### src/rtl/wb_sram_pkg.sv
// Types and helpers shared by the Wishbone-to-SRAM bridge.
// Holds the FSM state encoding, the bus/SRAM data widths and the address-window decoder.
package wb_sram_pkg;

   localparam int SRAM_DW = 16;
   localparam int WB_DW   = 32;

   typedef enum logic [1:0] {
      IDLE   = 2'd0,
      ACCESS = 2'd1,
      RWAIT  = 2'd2,
      ACK    = 2'd3
   } state_e;

   function automatic logic win_match(input logic [WB_DW-1:0] addr,
                                      input logic [WB_DW-1:0] base,
                                      input logic [WB_DW-1:0] mask);
      return (addr & mask) == (base & mask);
   endfunction

endpackage

### src/rtl/wb_sram_bridge.sv
// Wishbone classic slave in front of the single-port 16-bit SRAM macro.
// Every SRAM strobe and the ack come straight from flops.
module wb_sram_bridge
   import wb_sram_pkg::*;
#(
   parameter int          AW        = 10,
   parameter logic [31:0] BASE_ADDR = 32'h3000_0000,
   parameter logic [31:0] BASE_MASK = 32'hFFFF_F000,
   parameter int          READ_LAT  = 1
) (
   input  logic               clk,
   input  logic               rst_n,
   input  logic               wbs_cyc_i,
   input  logic               wbs_stb_i,
   input  logic               wbs_we_i,
   input  logic [3:0]         wbs_sel_i,
   input  logic [WB_DW-1:0]   wbs_adr_i,
   input  logic [WB_DW-1:0]   wbs_dat_i,
   output logic               wbs_ack_o,
   output logic [WB_DW-1:0]   wbs_dat_o,
   output logic               csb0,
   output logic               web0,
   output logic [1:0]         wmask0,
   output logic [AW-1:0]      addr0,
   output logic [SRAM_DW-1:0] din0,
   input  logic [SRAM_DW-1:0] dout0
);

   if (READ_LAT < 1 || READ_LAT > 4) begin : g_bad_lat
      $error("wb_sram_bridge: READ_LAT must be within 1..4");
   end

   localparam logic [1:0] LAT_M1 = 2'(READ_LAT - 1);

   state_e               state_q;
   logic [1:0]           cnt_q;
   logic                 ack_q;
   logic                 csb_q;
   logic                 web_q;
   logic [1:0]           wmask_q;
   logic [AW-1:0]        addr_q;
   logic [SRAM_DW-1:0]   din_q;
   logic [SRAM_DW-1:0]   rdata_q;
   logic                 req;
   logic                 unused_bits;

   assign req = wbs_cyc_i & wbs_stb_i & win_match(wbs_adr_i, BASE_ADDR, BASE_MASK);

   // Only the low half of the data bus and the low two byte lanes reach the 16-bit macro.
   assign unused_bits = ^{wbs_sel_i[3:2], wbs_dat_i[WB_DW-1:SRAM_DW]};

   always_ff @(posedge clk or negedge rst_n) begin
      if (!rst_n) begin
         state_q <= IDLE;
         cnt_q   <= 2'd0;
         ack_q   <= 1'b0;
         csb_q   <= 1'b1;
         web_q   <= 1'b1;
         wmask_q <= 2'b00;
         addr_q  <= '0;
         din_q   <= '0;
         rdata_q <= '0;
      end else begin
         ack_q <= 1'b0;
         case (state_q)
            IDLE: begin
               if (req) begin
                  addr_q  <= wbs_adr_i[AW+1:2];
                  din_q   <= wbs_dat_i[SRAM_DW-1:0];
                  wmask_q <= wbs_we_i ? wbs_sel_i[1:0] : 2'b00;
                  web_q   <= ~wbs_we_i;
                  csb_q   <= 1'b0;
                  state_q <= ACCESS;
               end
            end
            ACCESS: begin
               // web_q still carries the direction of the strobe being issued now.
               csb_q <= 1'b1;
               web_q <= 1'b1;
               if (!wbs_cyc_i) begin
                  state_q <= IDLE;
               end else if (!web_q) begin
                  ack_q   <= 1'b1;
                  state_q <= ACK;
               end else begin
                  cnt_q   <= LAT_M1;
                  state_q <= RWAIT;
               end
            end
            RWAIT: begin
               if (!wbs_cyc_i) begin
                  state_q <= IDLE;
               end else if (cnt_q == 2'd0) begin
                  rdata_q <= dout0;
                  ack_q   <= 1'b1;
                  state_q <= ACK;
               end else begin
                  cnt_q <= cnt_q - 2'd1;
               end
            end
            ACK: begin
               state_q <= IDLE;
            end
            default: begin
               state_q <= IDLE;
            end
         endcase
      end
   end

   assign wbs_ack_o = ack_q;
   assign wbs_dat_o = {{(WB_DW-SRAM_DW){1'b0}}, rdata_q};
   assign csb0      = csb_q;
   assign web0      = web_q;
   assign wmask0    = wmask_q;
   assign addr0     = addr_q;
   assign din0      = din_q;

endmodule

### config.mk
export PLATFORM = sky130hd
export DESIGN_NAME = wb_sram_bridge
export DESIGN_NICKNAME = d
export VERILOG_FILES = /design/src/rtl/wb_sram_pkg.sv /design/src/rtl/wb_sram_bridge.sv
export SDC_FILE = /design/constraint.sdc
export NUM_CORES = 1
export LEC_CHECK = 0
export BUFFER_PORTS_ARGS = -buffer_cell sky130_fd_sc_hd__buf_2
export CAP_MARGIN = 20
export CORE_UTILIZATION = 42
export CTS_BUF_LIST = sky130_fd_sc_hd__clkbuf_16
export DETAILED_ROUTE_END_ITERATION = 10
export GPL_TIMING_DRIVEN = 0
export PLACE_DENSITY_LB_ADDON = 0.1
export SYNTH_ARGS = -nofsm -noshare
export SYNTH_HDL_FRONTEND = slang
export SYNTH_SLANG_ARGS = --single-unit
### constraint.sdc
create_clock -name clk -period 2.54 [get_ports clk]
set_clock_uncertainty 0.2 [all_clocks]
set_input_delay 0.254 -clock clk [delete_from_list [all_inputs] [get_ports clk]]
set_output_delay 0.254 -clock clk [all_outputs]
set_load 0.1 [all_outputs]
==> metrics.txt <==
CP cell instances=inv_1 > ha_1 > clkbuf_1 > nand3_1 > clkbuf_2 > mux2_2; most frequent cells in the layout=buf_2 (116), dfrtp_1 (49), mux2_2 (35), dlygate4sd3_1 (35); sw power=0.00172 W; fill count=388; max cap viols=0; Int Pwr=0.00170 W; worst reg2reg endpoint=rdata_q[11]$_DFFE_PN0P_; Max clock buf depth=2; initial antenna violation count=0; worst vdd ir=940 uV; Post-DP Area=3000 sq um; CTS tree=done; status=completed; gr usage total=19.4%; post-route ant nets=0; top cell type by total area after synthesis=dfrtp_1; worst-path fanout max=10; Reg2Reg Setup Slack=0.27 ns; Die ar.=5680 sq um; worst hold start=dout0[7]; LEAKAGE=1.95 nW; Crit. End Element=register; Worst Hold Path EP=rdata_q[7]$_DFFE_PN0P_; FP Rows=26; fin util=67.9%; wire per inst=12.8 microns; top cell type's share of synthesized area=54.2%; Final nets=432; crit-path max cell delay=0.41 ns; via count=1,836; worst path required time=2.51 ns; ys flop type=dfrtp_1; core area=5140 sq um; sequential share of power=30.9%; CP Launch Type=register; Slew headroom=61.5%; worst path arrival time=2.24 ns; Post-synth EDFFs=0; most common cell after layout, fill and taps aside=buf_2; via density per instance=4.48; Port Buffers=115; fmax=0.440 GHz; GRT overflow=0; root buf cell=clkbuf_16; worst hold path stage count=2; final worst-path cycle share=89.5%; slew at the pin with the worst max-slew slack=0.577 ns; layout cell share with drive strength beyond 1=54.7%; num ports=152; final hold viol count=0; Finished Cell Area=3490 sq um; Register Area=1280 sq um; Tmin final=2.27 ns; largest net degree at the start of global routing=28; GPL Wtd Cong=0.791; Reg2Reg Depth=6; Syn Area/Cell=13.6 sq um; Residual DRC=0; Synth Register Bits=51; Mapped Area=2260 sq um; slowest CP cell=dfrtp_1; Final TNS setup=0 ns; Warnings, synthesis=0; Die Wd=75.4 microns; CTS clk-pin slew, worst paths=0.06 ns; power share of the combinational group=50.8%; Syn Inst Count=166; critical setup path kind=reg -> reg; die height=75.4 microns; worst r2r src=state_q[0]$_DFFE_PN0P_; Cell variety after synth=30; # diodes=0; sw frac=50.2%; number of setup buffers added after CTS=0; global-route wire length before repair=8.07 mm; async set-reset flop share out of synthesis=100%; Final setup viols=0; area grow syn2layout=54.3%; Initial Util=44.0%; RSZ-0062 raised after global routing=false; area of the multi-input gates=858 sq um; Clk pwr share=18.3%; dominant cells by area after synthesis=dfrtp_1 (54%), mux2_2 (17%), buf_4 (5.3%); total wire length=5.26 mm; Clk Latency, worst-skew pair=0.28 ns; Overall Power=0.00342 W; 1st-iter DRT viols=42; Seq/Total Area, Yosys=56.5%; PD cells=980 nW/um^2; Pre-antenna DRT Iters=4; vias in the first global route=1,848; H-tree depth=2; pins over their slew limit=0; CTS Buf Count=5; worst slack at placement=0.168 ns; Hold Path Class=in -> reg; final worst slack=0.265 ns; DP Wirelength=3.53 mm; CTS sink count=51
==> Yosys cell counts, drive strengths merged (2+ instances only) <==
cell type,count
mux2i,4
nand4,2
nor2b,2
buf,19
nand3,3
mux2,42
o21ai,7
dfrtp,49
nand2,6
nor2,2
clkbuf,2
ha,4
dfstp,2
inv,7
nor4,4
==> power groups by stage <==
stage	logic (W)	clock network, W	registers, W
after floorplan	0.000420	0	0.00206
after global placement	0.00169	0	0.00106
after detailed placement	0.00170	0	0.00106
after CTS	0.00174	0.000648	0.00105
after global routing	0.00182	0.000679	0.00108
final	0.00174	0.000627	0.00106
==> through the flow <==
stage / instances / hold slack, ns
after CTS: 407 / 0.00129
after floorplan: 181 / -0.242
after detailed placement: 367 / 0.0883
after global routing: 410 / 0.00456
after global placement: 366 / 0.283
final: 410 / 0.00474
==> flip-flops by register name, indices dropped and copies added (netlist names) <==
signal,cells
addr0,10
csb0,1
cnt_q,2
wbs_ack_o,1
din0,16
rdata_q,16
web0,1
wmask0,2
state_q,2
==> worst max path at each step <==
stage                            from                      end  slack, ns  cells after the start
2_1_floorplan  state_q[0]$_DFFE_PN0P_   rdata_q[0]$_DFFE_PN0P_       0.46                      6
3_3_place_gp   state_q[0]$_DFFE_PN0P_   rdata_q[1]$_DFFE_PN0P_       0.18                      6
3_5_place_dp   state_q[0]$_DFFE_PN0P_  rdata_q[14]$_DFFE_PN0P_       0.17                      6
4_1_cts        state_q[0]$_DFFE_PN0P_  rdata_q[11]$_DFFE_PN0P_       0.14                      6
5_1_grt        state_q[0]$_DFFE_PN0P_  rdata_q[11]$_DFFE_PN0P_       0.07                      6
6_report       state_q[0]$_DFFE_PN0P_  rdata_q[11]$_DFFE_PN0P_       0.27                      6
==> routing by layer <==
metal | global-route usage [%] | wire (microns)
met5 | 0 | 0
met2 | 34.7 | 2610
met4 | 7.00 | 80
met1 | 21.6 | 2140
met3 | 6.08 | 433
==> timing repair <==
item,4_1_cts,5_1_grt
resized for setup,0,2
hold endpoints to repair,53,3
endpoints found under the setup margin,0,10
hold buffers,32,3
==> final cells by class <==
class                   count  area share [%]
multi-input cells         102            24.6
repair buffers            151            27.1
clock inverters             3           0.323
plain buffers              21            4.48
flip-flops and latches     51            36.6
clock buffers               5            3.59
inverters                   7           0.753
well taps                  70            2.51
==> logic make-up (layout without fill, tap and decap cells) <==
kind of cell	count (synthesis)	in the layout	synth area share, %
muxes	46	46	23.8
and+or+nand+nor	24	24	5.97
buffers and inverters	28	187	8.02
AOI/OAI and AO/OA	12	12	3.26
other	1	16	0.166
adders and majority gates	4	4	2.21
DFF	51	51	56.5
==> critical path: cells and delay by family, from the launching register on <==
family	cells	cell delay, ns
buffers and inverters	3	0.75
flip-flops	1	0.41
AND/OR/NAND/NOR	1	0.34
multiplexers	1	0.32
adder cells (fa/ha/maj)	1	0.15
Note: power is estimated with default switching activity, not from simulation.
